`config.mk`:
```
export PLATFORM = sky130hd
export DESIGN_NAME = rx_control_module_flat
export DESIGN_NICKNAME = d
export VERILOG_FILES = /design/src/rtl/rx_control_module_if.sv /design/src/rtl/rx_control_module.sv /design/src/flat_wrapper.sv
export SDC_FILE = /design/constraint.sdc
export NUM_CORES = 1
export LEC_CHECK = 0
export BUFFER_PORTS_ARGS = -buffer_cell sky130_fd_sc_hd__buf_2
export CAP_MARGIN = 20
export CORE_MARGIN = 2
export CORE_UTILIZATION = 30
export CTS_CLUSTER_SIZE = 20
export DETAILED_ROUTE_END_ITERATION = 6
export PLACE_DENSITY = 0.55
export SETUP_SLACK_MARGIN = 0.4
export SKIP_CTS_REPAIR_TIMING = 1
export SLEW_MARGIN = 10
export SYNTH_ARGS = -nofsm -noshare
export SYNTH_HDL_FRONTEND = slang
export SYNTH_SLANG_ARGS = --single-unit
export TNS_END_PERCENT = 100
```
`constraint.sdc`:
```
create_clock -name CLK -period 2.4 [get_ports CLK]
set_input_delay 0.12 -clock CLK [delete_from_list [all_inputs] [get_ports CLK]]
set_output_delay 0.12 -clock CLK [all_outputs]
set_load 0.03 [all_outputs]
```
`src/rtl/rx_control_module_if.sv`:
```
// Receiver-side link bundle: UART receiver strobe/data in, enable and status out.
// master = UART receiver side (drives done/data), slave = rx_control_module.
interface rx_control_module_if;
  logic       RX_Done_Sig;
  logic [7:0] RX_Data;
  logic       RX_En_Sig;
  logic [7:0] Rx_Byte;
  logic       Byte_Valid;
  logic       Seq_Err;
  logic [7:0] Err_Count;
  logic       Locked;
  logic       Timeout;

  modport master (
    output RX_Done_Sig, RX_Data,
    input  RX_En_Sig, Rx_Byte, Byte_Valid, Seq_Err, Err_Count, Locked, Timeout
  );

  modport slave (
    input  RX_Done_Sig, RX_Data,
    output RX_En_Sig, Rx_Byte, Byte_Valid, Seq_Err, Err_Count, Locked, Timeout
  );
endinterface

```
`src/rtl/rx_control_module.sv`:
```
// Receive controller for the serial test link: captures bytes, checks the +1
// incrementing sequence, counts mismatches and runs a silence watchdog.
module rx_control_module #(
  parameter logic [24:0] T_TIMEOUT = 25'd11_999_999
) (
  input  logic                 CLK,
  input  logic                 RSTn,
  rx_control_module_if.slave   rx
);

  typedef enum logic [1:0] {S_IDLE, S_WAIT, S_GAP} state_t;

  state_t      state_q, state_d;
  logic [7:0]  rx_byte_q, rx_byte_d;
  logic        bv_q, bv_d;
  logic        se_q, se_d;
  logic [7:0]  err_q, err_d;
  logic        locked_q, locked_d;
  logic [7:0]  exp_q, exp_d;
  logic [24:0] wd_q, wd_d;
  logic        en, timeout;

  always_ff @(posedge CLK or negedge RSTn) begin
    if (!RSTn) begin
      state_q  <= S_IDLE;
      rx_byte_q <= 8'h00;
      bv_q     <= 1'b0;
      se_q     <= 1'b0;
      err_q    <= 8'h00;
      locked_q <= 1'b0;
      exp_q    <= 8'h00;
      wd_q     <= '0;
    end else begin
      state_q  <= state_d;
      rx_byte_q <= rx_byte_d;
      bv_q     <= bv_d;
      se_q     <= se_d;
      err_q    <= err_d;
      locked_q <= locked_d;
      exp_q    <= exp_d;
      wd_q     <= wd_d;
    end
  end

  always_comb begin
    state_d   = state_q;
    rx_byte_d = rx_byte_q;
    bv_d      = 1'b0;
    se_d      = 1'b0;
    err_d     = err_q;
    locked_d  = locked_q;
    exp_d     = exp_q;
    wd_d      = '0;
    en        = 1'b0;
    timeout   = 1'b0;
    unique case (state_q)
      S_IDLE: state_d = S_WAIT;
      S_WAIT: begin
        en = 1'b1;
        // A capture on the watchdog's terminal cycle takes priority over the timeout.
        if (rx.RX_Done_Sig) begin
          state_d   = S_GAP;
          rx_byte_d = rx.RX_Data;
          bv_d      = 1'b1;
          locked_d  = 1'b1;
          exp_d     = rx.RX_Data + 8'd1;
          if (locked_q && (rx.RX_Data != exp_q)) begin
            se_d = 1'b1;
            if (err_q != 8'hFF) err_d = err_q + 8'd1;
          end
        end else if (wd_q == T_TIMEOUT - 25'd1) begin
          timeout  = 1'b1;
          locked_d = 1'b0;
        end else begin
          wd_d = wd_q + 25'd1;
        end
      end
      S_GAP:   state_d = S_WAIT;
      default: state_d = S_IDLE;
    endcase
  end

  assign rx.RX_En_Sig  = en;
  assign rx.Rx_Byte    = rx_byte_q;
  assign rx.Byte_Valid = bv_q;
  assign rx.Seq_Err    = se_q;
  assign rx.Err_Count  = err_q;
  assign rx.Locked     = locked_q;
  assign rx.Timeout    = timeout;

endmodule

```
`src/flat_wrapper.sv`:
```
// flat-port wrapper written by rule: the top's interface ports become plain ports
module rx_control_module_flat 
#(
  parameter logic [24:0] T_TIMEOUT = 25'd11_999_999
)
  (CLK, RSTn, rx_RX_Done_Sig, rx_RX_Data, rx_RX_En_Sig, rx_Rx_Byte, rx_Byte_Valid, rx_Seq_Err, rx_Err_Count, rx_Locked, rx_Timeout);
  rx_control_module_if rx_i ();
  input  logic CLK;
  input  logic RSTn;
  input wire logic [$bits(rx_i.RX_Done_Sig)-1:0] rx_RX_Done_Sig;
  input wire logic [$bits(rx_i.RX_Data)-1:0] rx_RX_Data;
  output wire logic [$bits(rx_i.RX_En_Sig)-1:0] rx_RX_En_Sig;
  output wire logic [$bits(rx_i.Rx_Byte)-1:0] rx_Rx_Byte;
  output wire logic [$bits(rx_i.Byte_Valid)-1:0] rx_Byte_Valid;
  output wire logic [$bits(rx_i.Seq_Err)-1:0] rx_Seq_Err;
  output wire logic [$bits(rx_i.Err_Count)-1:0] rx_Err_Count;
  output wire logic [$bits(rx_i.Locked)-1:0] rx_Locked;
  output wire logic [$bits(rx_i.Timeout)-1:0] rx_Timeout;
  assign rx_i.RX_Done_Sig = rx_RX_Done_Sig;
  assign rx_i.RX_Data = rx_RX_Data;
  assign rx_RX_En_Sig = rx_i.RX_En_Sig;
  assign rx_Rx_Byte = rx_i.Rx_Byte;
  assign rx_Byte_Valid = rx_i.Byte_Valid;
  assign rx_Seq_Err = rx_i.Seq_Err;
  assign rx_Err_Count = rx_i.Err_Count;
  assign rx_Locked = rx_i.Locked;
  assign rx_Timeout = rx_i.Timeout;
  rx_control_module #(.T_TIMEOUT(T_TIMEOUT)) u_core (.CLK(CLK), .RSTn(RSTn), .rx(rx_i));
endmodule
```
==> results.md, run 1 <==
- Worst vdd ir: 0.000438 V
- Most frequent cells in the layout: dfrtp_1, nand2_1, nor2_1, buf_2, xor2_1
- Total CTS buffers: 5
- Mapped Area: 2630 sq um
- Syn nets: between 200 and 300
- Final Instance Area: 3070 sq um
- Die width: approximately 98 um
- Worst-path maximum fanout: 6
- Fin crit period: 1.89 ns
- DIE HEIGHT: 97.6 um
- Commonest non-fill, non-tap cell in the layout: dfrtp_1
- CTS max path bufs: 2
- Largest net degree at the start of global routing: 55
- Area growth, synth to finish: 16.7%
- Reg clk slew, reported paths: 0.10 ns
- Final period utilization: 78.6%
- Initial antenna violation count: 0
- CORE AREA: 8590 sq um
- RSZ-0062 raised after global routing: false
- Overall Global Routing Usage: between 10% and 20%
- Sequential area share after synthesis: 51.4%
- Initial DRC Count: 99
- DRT Wirelength: 5300 um
- Post-DRT Antenna Nets: 0
- Fmax: 0.530 GHz
- Dpl cell area: 2920 sq um
- Yosys warns: 0
- IO Pins: 32
- DR WL/cell: 12.7 um
- Leak: 1.38 nW
- Port Buffers: 31
- Status: complete, no violations
- Final setup fails: 0
- Vias in the first global route: approximately 1900
- DR vias: between 1500 and 2000
- Skew final: 0.00561 ns
- Fin nets: around 320
- DRC errors left: 0
- Die Area: 9530 sq um
- PwrDens: 779 nW/um^2
- Max cap viols: 0
- Mapped Cells: between 200 and 300
- Via density: 4.64
- Crit path kind: register to output pin
- GRT Residual Overflow: 0
- Cell variety after synth: 34
- Htree depth: 2
- Crit path launch type: register
- Setup crit end kind: output pin
- Initial Utilization: 30.6%
- Util after Layout: 35.7%
- Arrival @ worst endpoint: 1.77 ns
- Router iterations before antenna repair: 4
- Ant. Diodes: 0
- Least-Margin Pin Slew: 0.692 ns
- Clock sinks: 54
- Yosys reg bits: 54
- DPL Wire Length: approximately 3700 um
- Hold Vio Cnt, Final: 0
- Setup_tns: 0 ns
- Max-slew violation count: 0
- First-pass GRT wire length: 9250 um
- CTS root buffer: clkbuf_8
- Layout cell share with drive strength beyond 1: 19.0%
- Hold Slack: 0.0782 ns
- Row count: 34
- Post-Syn Area per Cell: 9.74 sq um
- Placer's final routability congestion estimate: 0.759
- Total power: 2.39 mW
- Hold Crit Class: input port to register
- CTS tree: done
- Worst slew margin: a little over half
- WP data required: between 2 and 2.5 ns
- Latest clock arrival within the worst-skew pair: 0.30 ns
per-stage QoR:
| stage | std cells | setup slack, ns |
|---|---|---|
| floorplan | 270 | 0.544 |
| global route | 418 | 0.415 |
| global placement | 407 | 0.631 |
| CTS | 415 | 0.355 |
| finish | 418 | 0.513 |
| detailed placement | 407 | 0.648 |
where the power goes:
group / leakage (nW) / internal (mW) / switching (mW) / total [mW]
Combinational: 0.623 / 0.214 / 0.418 / 0.632
Sequential: 0.704 / 1.04 / 0.107 / 1.15
Clock: 0.0514 / 0.312 / 0.296 / 0.607
critical path, cell delays in order (launching register included):
cell,delay (ns)
dfrtp_1,0.46
nand4_1,0.13
nor4_1,0.26
nand4_1,0.21
nor3_1,0.20
buf_4,0.20
cell families (layout without fill, tap and decap cells):
logic type,count (synthesis),in the layout,share of synthesized area (%)
and+or+nand+nor,144,144,26.9
AOI/OAI and AO/OA,12,12,2.62
adders and majority gates,4,4,1.90
buffers and inverters,12,52,2.00
DFF,54,54,51.4
xor gates and xnor gates,40,40,13.3
muxes,4,4,1.81
flip-flops by register name, summed over array words and instances (netlist names):
name / flops
u_core.rx.Locked: 1
u_core.rx.Byte_Valid: 1
u_core.exp_q: 8
u_core.rx.Rx_Byte: 8
u_core.state_q: 2
u_core.wd_q: 25
u_core.rx.Seq_Err: 1
u_core.rx.Err_Count: 8
synth_stat cells:
master	number	share of area, %
and3_1	8	1.9
nor3_2	1	0.38
mux2_2	2	0.86
nand3_1	20	3.8
nand4_1	13	3.1
a311oi_1	1	0.33
xnor2_1	13	4.3
nand2_1	47	6.7
xor2_1	27	9.0
inv_1	4	0.57
nand2b_1	3	0.71
and4_1	1	0.33
nand2_2	1	0.24
buf_4	2	0.57
a41oi_1	1	0.33
mux2i_1	1	0.38
nor4b_1	2	0.67
nor4_4	1	0.81
ha_1	4	1.9
a31oi_1	1	0.24
clkbuf_1	5	0.71
inv_2	1	0.14
and4b_4	1	0.52
nor4_2	1	0.48
nor2_1	35	5.0
or2_2	1	0.24
and2_1	1	0.24
nor3_1	4	0.76
dfrtp_1	54	51
and3_2	2	0.57
mux2_4	1	0.57
or3_1	1	0.24
o21ai_0	9	1.7
nor4_1	1	0.24
area by class of cell:
class / count / area [sq um]
Timing Repair Buffer: 39 / 220
Sequential cell: 54 / 1350
Fill cell: 901 / 5530
Tap cell: 108 / 135
Multi-Input combinational cell: 204 / 1230
Clock inverter: 2 / 37.5
Clock buffer: 6 / 72.6
Inverter: 5 / 18.8
path summary, 6_finish.rpt:
check,to,startpoint,depth (start not counted),slack [ns]
min,u_core.state_q[0]$_DFFE_PN0P_,rx_RX_Done_Sig,2,0.08
max reg2reg,u_core.rx.Err_Count[1]$_DFFE_PN0P_,u_core.rx.Err_Count[0]$_DFFE_PN0P_,5,0.62
min in group asynchronous,u_core.wd_q[6]$_DFF_PN0_,RSTn,3,0.47
max in group asynchronous,u_core.wd_q[11]$_DFF_PN0_,RSTn,3,1.44
max,rx_Timeout,u_core.wd_q[12]$_DFF_PN0_,5,0.51
min reg2reg,u_core.state_q[0]$_DFFE_PN0P_,u_core.state_q[1]$_DFFE_PN0P_,1,0.46
routing by layer:
| layer | track usage [%] | wire length (um) |
|---|---|---|
| met3 | 3.02 | 223 |
| met1 | 15.9 | 2560 |
| met4 | 2.56 | 34 |
| met5 | 0 | 0 |
| met2 | 18.8 | 2480 |
(Power assumes the default switching activity.)
==> run 2, diff against run 1 <==
--- a/config.mk
+++ b/config.mk
@@ -5,13 +5,14 @@
 export SDC_FILE = /design/constraint.sdc
 export NUM_CORES = 1
 export LEC_CHECK = 0
+export ABC_AREA = 1
 export BUFFER_PORTS_ARGS = -buffer_cell sky130_fd_sc_hd__buf_2
 export CAP_MARGIN = 20
 export CORE_MARGIN = 2
 export CORE_UTILIZATION = 30
 export CTS_CLUSTER_SIZE = 20
 export DETAILED_ROUTE_END_ITERATION = 6
-export PLACE_DENSITY = 0.55
+export PLACE_DENSITY = 0.54
 export SETUP_SLACK_MARGIN = 0.4
 export SKIP_CTS_REPAIR_TIMING = 1
 export SLEW_MARGIN = 10
==> constraint.sdc (replaced) <==
create_clock -name CLK -period 1.8 [get_ports CLK]
set_input_delay 0.09 -clock CLK [delete_from_list [all_inputs] [get_ports CLK]]
set_output_delay 0.09 -clock CLK [all_outputs]
set_load 0.03 [all_outputs]
==> run 2 against run 1 <==
Clock skew increased by 0.0079 ns. Core utilization increased by 4.7 points. Synthesized cell count increased by 43%. Final cell count increased by 42%. Count of clock-buffer cells in the layout unchanged. Combinational power increased by 130%. Die area increased by 14%. Total power increased by 68%. Largest power group unchanged.
==> results.md, run 2 <==
- Worst vdd ir: 0.000625 V
- Setup_tns: 0 ns
- Fin nets: 473
- Post-route setup slack: 0.174 ns
- Mapped Area: 3020 sq um
- Max cap viols: 0
- Fin crit period: 1.63 ns
- Die Area: 10900 sq um
- Post-synthesis simple-gate area fraction: 37.8%
- Dpl cell area: between 3000 and 4000 sq um
- Hold Slack: 0.0533 ns
- Router iterations before antenna repair: 4
- Leak: 1.86 nW
- DR WL/cell: ~12 um
- Placer's final routability congestion estimate: 0.822
- Clock sinks: 54
- Sequential area share after synthesis: 44.7%
- Max incr delay on CP: 0.43 ns
- Hold Crit Class: input port to register
- Area growth, synth to finish: 30.7%
- Initial antenna violation count: 0
- Multi-input logic area: 1700 sq um
- Mapped Cells: 387
- Worst slew margin: 65.4%
- Initial DRC Count: 110
- Total power: 4.01 mW
- Top layer reached by signal wires: met4
- CP cell instances: nand2_2 -> nor2_4 -> nand3_2 -> nor2_4 -> nand2_4 -> nor2_4 -> buf_6
- Post-DRT Antenna Nets: 0
- Row count: 36
- Layout cell share with drive strength beyond 1: 34.2%
- DR WL met3: 246 um
- Count leader, synth: nand2_1
- Reg clk slew, reported paths: 0.10 ns
- Fraction of registers with async set or reset after synthesis: 100%
- Non-Filler Instances: 592
- Post-Synth XOR/XNOR Area: 5.22%
- DP Worst Slack: between 0.2 and 0.3 ns
- Final Instance Area: 3950 sq um
- Final period utilization: between 90% and 100%
- Cell variety after synth: 31
- GRT Residual Overflow: 0
- Skew final: 0.0135 ns
- Number of flip-flops in the largest register: 25
- EDFF count, synth: 0
- Syn nets: around 400
- DR vias: 2660
- Met2 wire length: 3490 um
- Top reg by flops: u_core.wd_q
- FF/Latch Area: 1360 sq um
- Yosys reg bits: 54
- Yosys warns: 0
- Post-synthesis adder-cell area fraction: 1.66%
- DIE HEIGHT: 104 um
- CTS tree: done
- DPL Wire Length: 4800 um
- Post-Syn Area per Cell: 7.81 sq um
- Most frequent cells in the layout: nand2_1, dfrtp_1, nor2_1, inv_1, buf_4
- Util after Layout: 40.4%
- CTS root buffer: clkbuf_8
- DRT Wirelength: between 7000 and 8000 um
- Max-slew violation count: 0
- CTS max path bufs: 2
- Synth Area in Compound Gates: approximately 4.1%
- Largest cells by area after synthesis: dfrtp_1, nand2_1, nor2_1
- Port Buffers: 31
- Latest clock arrival within the worst-skew pair: 0.31 ns
- Via density: around 4.5
- Crit-path most repeated cell: nor2_4
- Worst-path maximum fanout: 3
- Arrival @ worst endpoint: about 1.5 ns
- Final setup fails: 0
- Initial Utilization: 30.9%
- Fmax: roughly 0.6 GHz
- Yosys top cell by area: dfrtp_1
- Ant. Diodes: 0
- Vias in the first global route: approximately 2500
- Die width: 104 um
- CORE AREA: ~10000 sq um
- Largest family of logic cells by synthesized area: simple AND/OR/NAND/NOR gates
- RSZ-0062 raised after global routing: true
- Placed Cells: 550
- Overall Global Routing Usage: 12.7%
- Hold Vio Cnt, Final: 0
- IO Pins: 32
- Total CTS buffers: 5
- Crit path kind: register to output pin
- WL met1: 3270 um
- Setup crit end kind: output pin
- Largest net degree at the start of global routing: 28
- Crit path launch type: register
- Post-synth top flop: dfrtp_1
- DRC errors left: 0
- Htree depth: 2
- First-pass GRT wire length: 11500 um
- Least-Margin Pin Slew: 0.520 ns
- Synth top cells by count: nand2_1, dfrtp_1, nor2_1
- Post-synth top area share: between 40 and 50%
- Status: complete, no violations
- Fillers: 989
- Commonest non-fill, non-tap cell in the layout: nand2_1
- Post-synthesis mux area share: 0%
- WP data required: 1.71 ns
- CP max-delay cell: dfrtp_1
- PwrDens: 1010 nW/um^2
## run 2: cell types whose count changed after synthesis, moves of 5 or more
cell     previous run  this run
inv_1               4        41
nand3_1            20        25
nor2_2              0        12
xor2_1             27         9
and3_1              8         1
nand2_2             1         6
nor2_4              0         7
nor2_1             35        51
nand2_1            47       114
## run 2: routing by layer
metal,vias up,GRT usage [%]
met1,1245,17.0
met5,-,0
met3,7,2.69
li1,1366,-
met2,42,20.5
met4,0,3.76
## run 2: worst paths after layout
kind | startpoint | to | slack [ns] | depth (start not counted)
max | u_core.wd_q[7]$_DFF_PN0_ | rx_Timeout | 0.17 | 7
min | rx_RX_Data[1] | u_core.rx.Rx_Byte[1]$_DFFE_PN0P_ | 0.05 | 3
max reg2reg | u_core.wd_q[0]$_DFF_PN0_ | u_core.wd_q[20]$_DFF_PN0_ | 0.26 | 9
min reg2reg | u_core.state_q[0]$_DFFE_PN0P_ | u_core.state_q[0]$_DFFE_PN0P_ | 0.46 | 1
max in group asynchronous | RSTn | u_core.wd_q[1]$_DFF_PN0_ | 0.98 | 3
min in group asynchronous | RSTn | u_core.wd_q[21]$_DFF_PN0_ | 0.28 | 2
## run 2: cell families after synthesis
family / after synthesis
AOI/OAI and AO/OA: 20
xor gates and xnor gates: 18
adders and majority gates: 4
buffers and inverters: 47
DFF: 54
and+or+nand+nor: 244
## run 2: power breakdown
part	total, mW	switching, mW	internal [mW]
registers	1.69	0.209	1.49
clock network	0.838	0.422	0.416
logic	1.47	0.968	0.505
## run 2: layout make-up
cell class	instances	area share, %
multi-input cells	288	43.0
flip-flops and latches	54	34.5
repair buffers	67	11.5
well taps	133	4.21
inverters	42	4.08
clock buffers	6	1.84
clock inverters	2	0.950
## run 2: worst max-delay path: cells and delay by family (launching register included)
kind,cells,cell delay (ns)
DFF,1,0.43
and+or+nand+nor,6,0.67
buffers and inverters,1,0.13
==> run 3, diff against run 2 <==
--- a/config.mk
+++ b/config.mk
@@ -8,6 +8,7 @@
 export ABC_AREA = 1
 export BUFFER_PORTS_ARGS = -buffer_cell sky130_fd_sc_hd__buf_2
 export CAP_MARGIN = 20
+export CORE_ASPECT_RATIO = 0.7
 export CORE_MARGIN = 2
 export CORE_UTILIZATION = 30
 export CTS_CLUSTER_SIZE = 20
==> run 3 against run 2 <==
Design area down 0.19%. Count of clock-buffer cells in the layout up 2. Hold slack better by 0.031 ns. Non-clock buffer count down 6. Clock skew down 0.0079 ns. Wire length up 0.61%. Final cell count down 1.7%. Highest routed layer unchanged.
==> results.md, run 3 (synthesis gave the netlist of run 2 again) <==
- Status: complete, no violations
- Hold Vio Cnt, Final: 0
- Row count: 30
- Most frequent cells in the layout: nand2_1, dfrtp_1, nor2_1, inv_1, buf_2
- Util after Layout: 40.4%
- Reg clk slew, reported paths: 0.07 ns
- Hold Path End: u_core.rx.Rx_Byte[1]$_DFFE_PN0P_
- Initial antenna violation count: 0
- Worst vdd ir: 0.000636 V
- WP data required: 1.71 ns
- IO Pins: 32
- Routing usage on met3: 3.13%
- Fillers: 1003
- DR vias: 2637
- DIE HEIGHT: 88.0 um
- DPL Wire Length: 4840 um
- Port Buffers: 31
- Hold Crit Class: input port to register
- Setup_tns: 0 ns
- DRT Wirelength: 7130 um
- Layout cell share with drive strength beyond 1: 30.4%
- Arrival @ worst endpoint: between 1.5 and 2 ns
- M2 GR Usage: 18.8%
- Least-Margin Pin Slew: 0.379 ns
- Fmax: ~0.61 GHz
- Final period utilization: 90.5%
- Worst-path maximum fanout: 5
- Ant. Diodes: 0
- Met1 usage: 19.6%
- Max cap viols: 0
- Placed Cells: 544
- Overall Global Routing Usage: 13.0%
- Latest clock arrival within the worst-skew pair: about 0.29 ns
- Top reg by flops: u_core.wd_q
- Number of flip-flops in the largest register: 25
- Via density: 4.53
- Clock sinks: 54
- CTS max path bufs: 2
- PwrDens: approximately 1100 nW/um^2
- Reg-to-reg endpoint: u_core.wd_q[23]$_DFF_PN0_
- Vias in the first global route: 2398
- Non-Filler Instances: 582
- Post-route setup slack: 0.171 ns
- Dpl cell area: 3370 sq um
- Post-DRT Antenna Nets: 0
- CTS root buffer: clkbuf_16
- R2R cell count: 10
- Total power: 4.29 mW
- Worst R2R Setup Slack: 0.26 ns
- Largest net degree at the start of global routing: 26
- DR WL/cell: about 12 um
- DP Worst Slack: around 0.28 ns
- RSZ-0062 raised after global routing: true
- Initial DRC Count: 195
- Fin nets: 468
- Final Instance Area: 3940 sq um
- Total CTS buffers: 5
- Final setup fails: 0
- R2R Path Start: u_core.wd_q[20]$_DFF_PN0_
- CORE AREA: 9760 sq um
- Worst slew margin: 74.7%
- CTS tree: done
- GRT Residual Overflow: 0
- Placer's final routability congestion estimate: roughly 0.8
- Hold Slack: between 0.08 and 0.09 ns
- Die Area: 10900 sq um
- Router iterations before antenna repair: 4
- Skew final: around 0.0056 ns
- DRC errors left: 0
- Crit path launch type: register
- Fin crit period: 1.63 ns
- Crit path kind: register to output pin
- Setup crit end kind: output pin
- Commonest non-fill, non-tap cell in the layout: nand2_1
- GR peak layer: met1
- Hold_sp: rx_RX_Data[1]
- Area growth, synth to finish: 30.5%
- Max-slew violation count: 0
- Htree depth: 2
- Hold path depth: 3
- First-pass GRT wire length: about 11000 um
- Leak: 1.85 nW
- Die width: approximately 120 um
- Initial Utilization: roughly 31%
[run 3: worst max path at each step]
stage                                        startpoint                        end  slack (ns)  depth (start not counted)
after floorplan           u_core.state_q[1]$_DFFE_PN0P_                 rx_Timeout        0.40                          5
after global placement         u_core.wd_q[0]$_DFF_PN0_  u_core.wd_q[14]$_DFF_PN0_        0.33                          8
after detailed placement       u_core.wd_q[0]$_DFF_PN0_  u_core.wd_q[14]$_DFF_PN0_        0.28                          8
after CTS                      u_core.wd_q[0]$_DFF_PN0_                 rx_Timeout        0.03                          7
after global routing           u_core.wd_q[7]$_DFF_PN0_                 rx_Timeout        0.11                          7
final                         u_core.wd_q[20]$_DFF_PN0_                 rx_Timeout        0.17                          7
[run 3: power by group]
group / internal (mW) / switching [mW]
logic: 0.537 / 0.984
clock network: 0.631 / 0.433
registers: 1.49 / 0.216
[run 3: area by class of cell]
cell class                      count  area, sq um  area share (%)
Clock buffer                        8          166            4.22
Inverter                           42          161            4.09
Multi-Input combinational cell    289         1660            42.0
Sequential cell                    54         1360            34.4
Tap cell                          128          160            4.06
Timing Repair Buffer               61          442            11.2
[run 3: metal layers]
layer | share of wire, % | up-vias
met3 | 4.2 | 8
met5 | 0 | -
met1 | 52 | 1229
met4 | 0.72 | 0
li1 | - | 1352
met2 | 43 | 48
[run 3: critical path, stage by stage (launching register included)]
cell     delay [ns]
dfrtp_1        0.43
nand2_1        0.12
nor2_1         0.15
nand3_2        0.10
nor2_4         0.13
nand2_4        0.10
nor2_4         0.09
buf_6          0.13
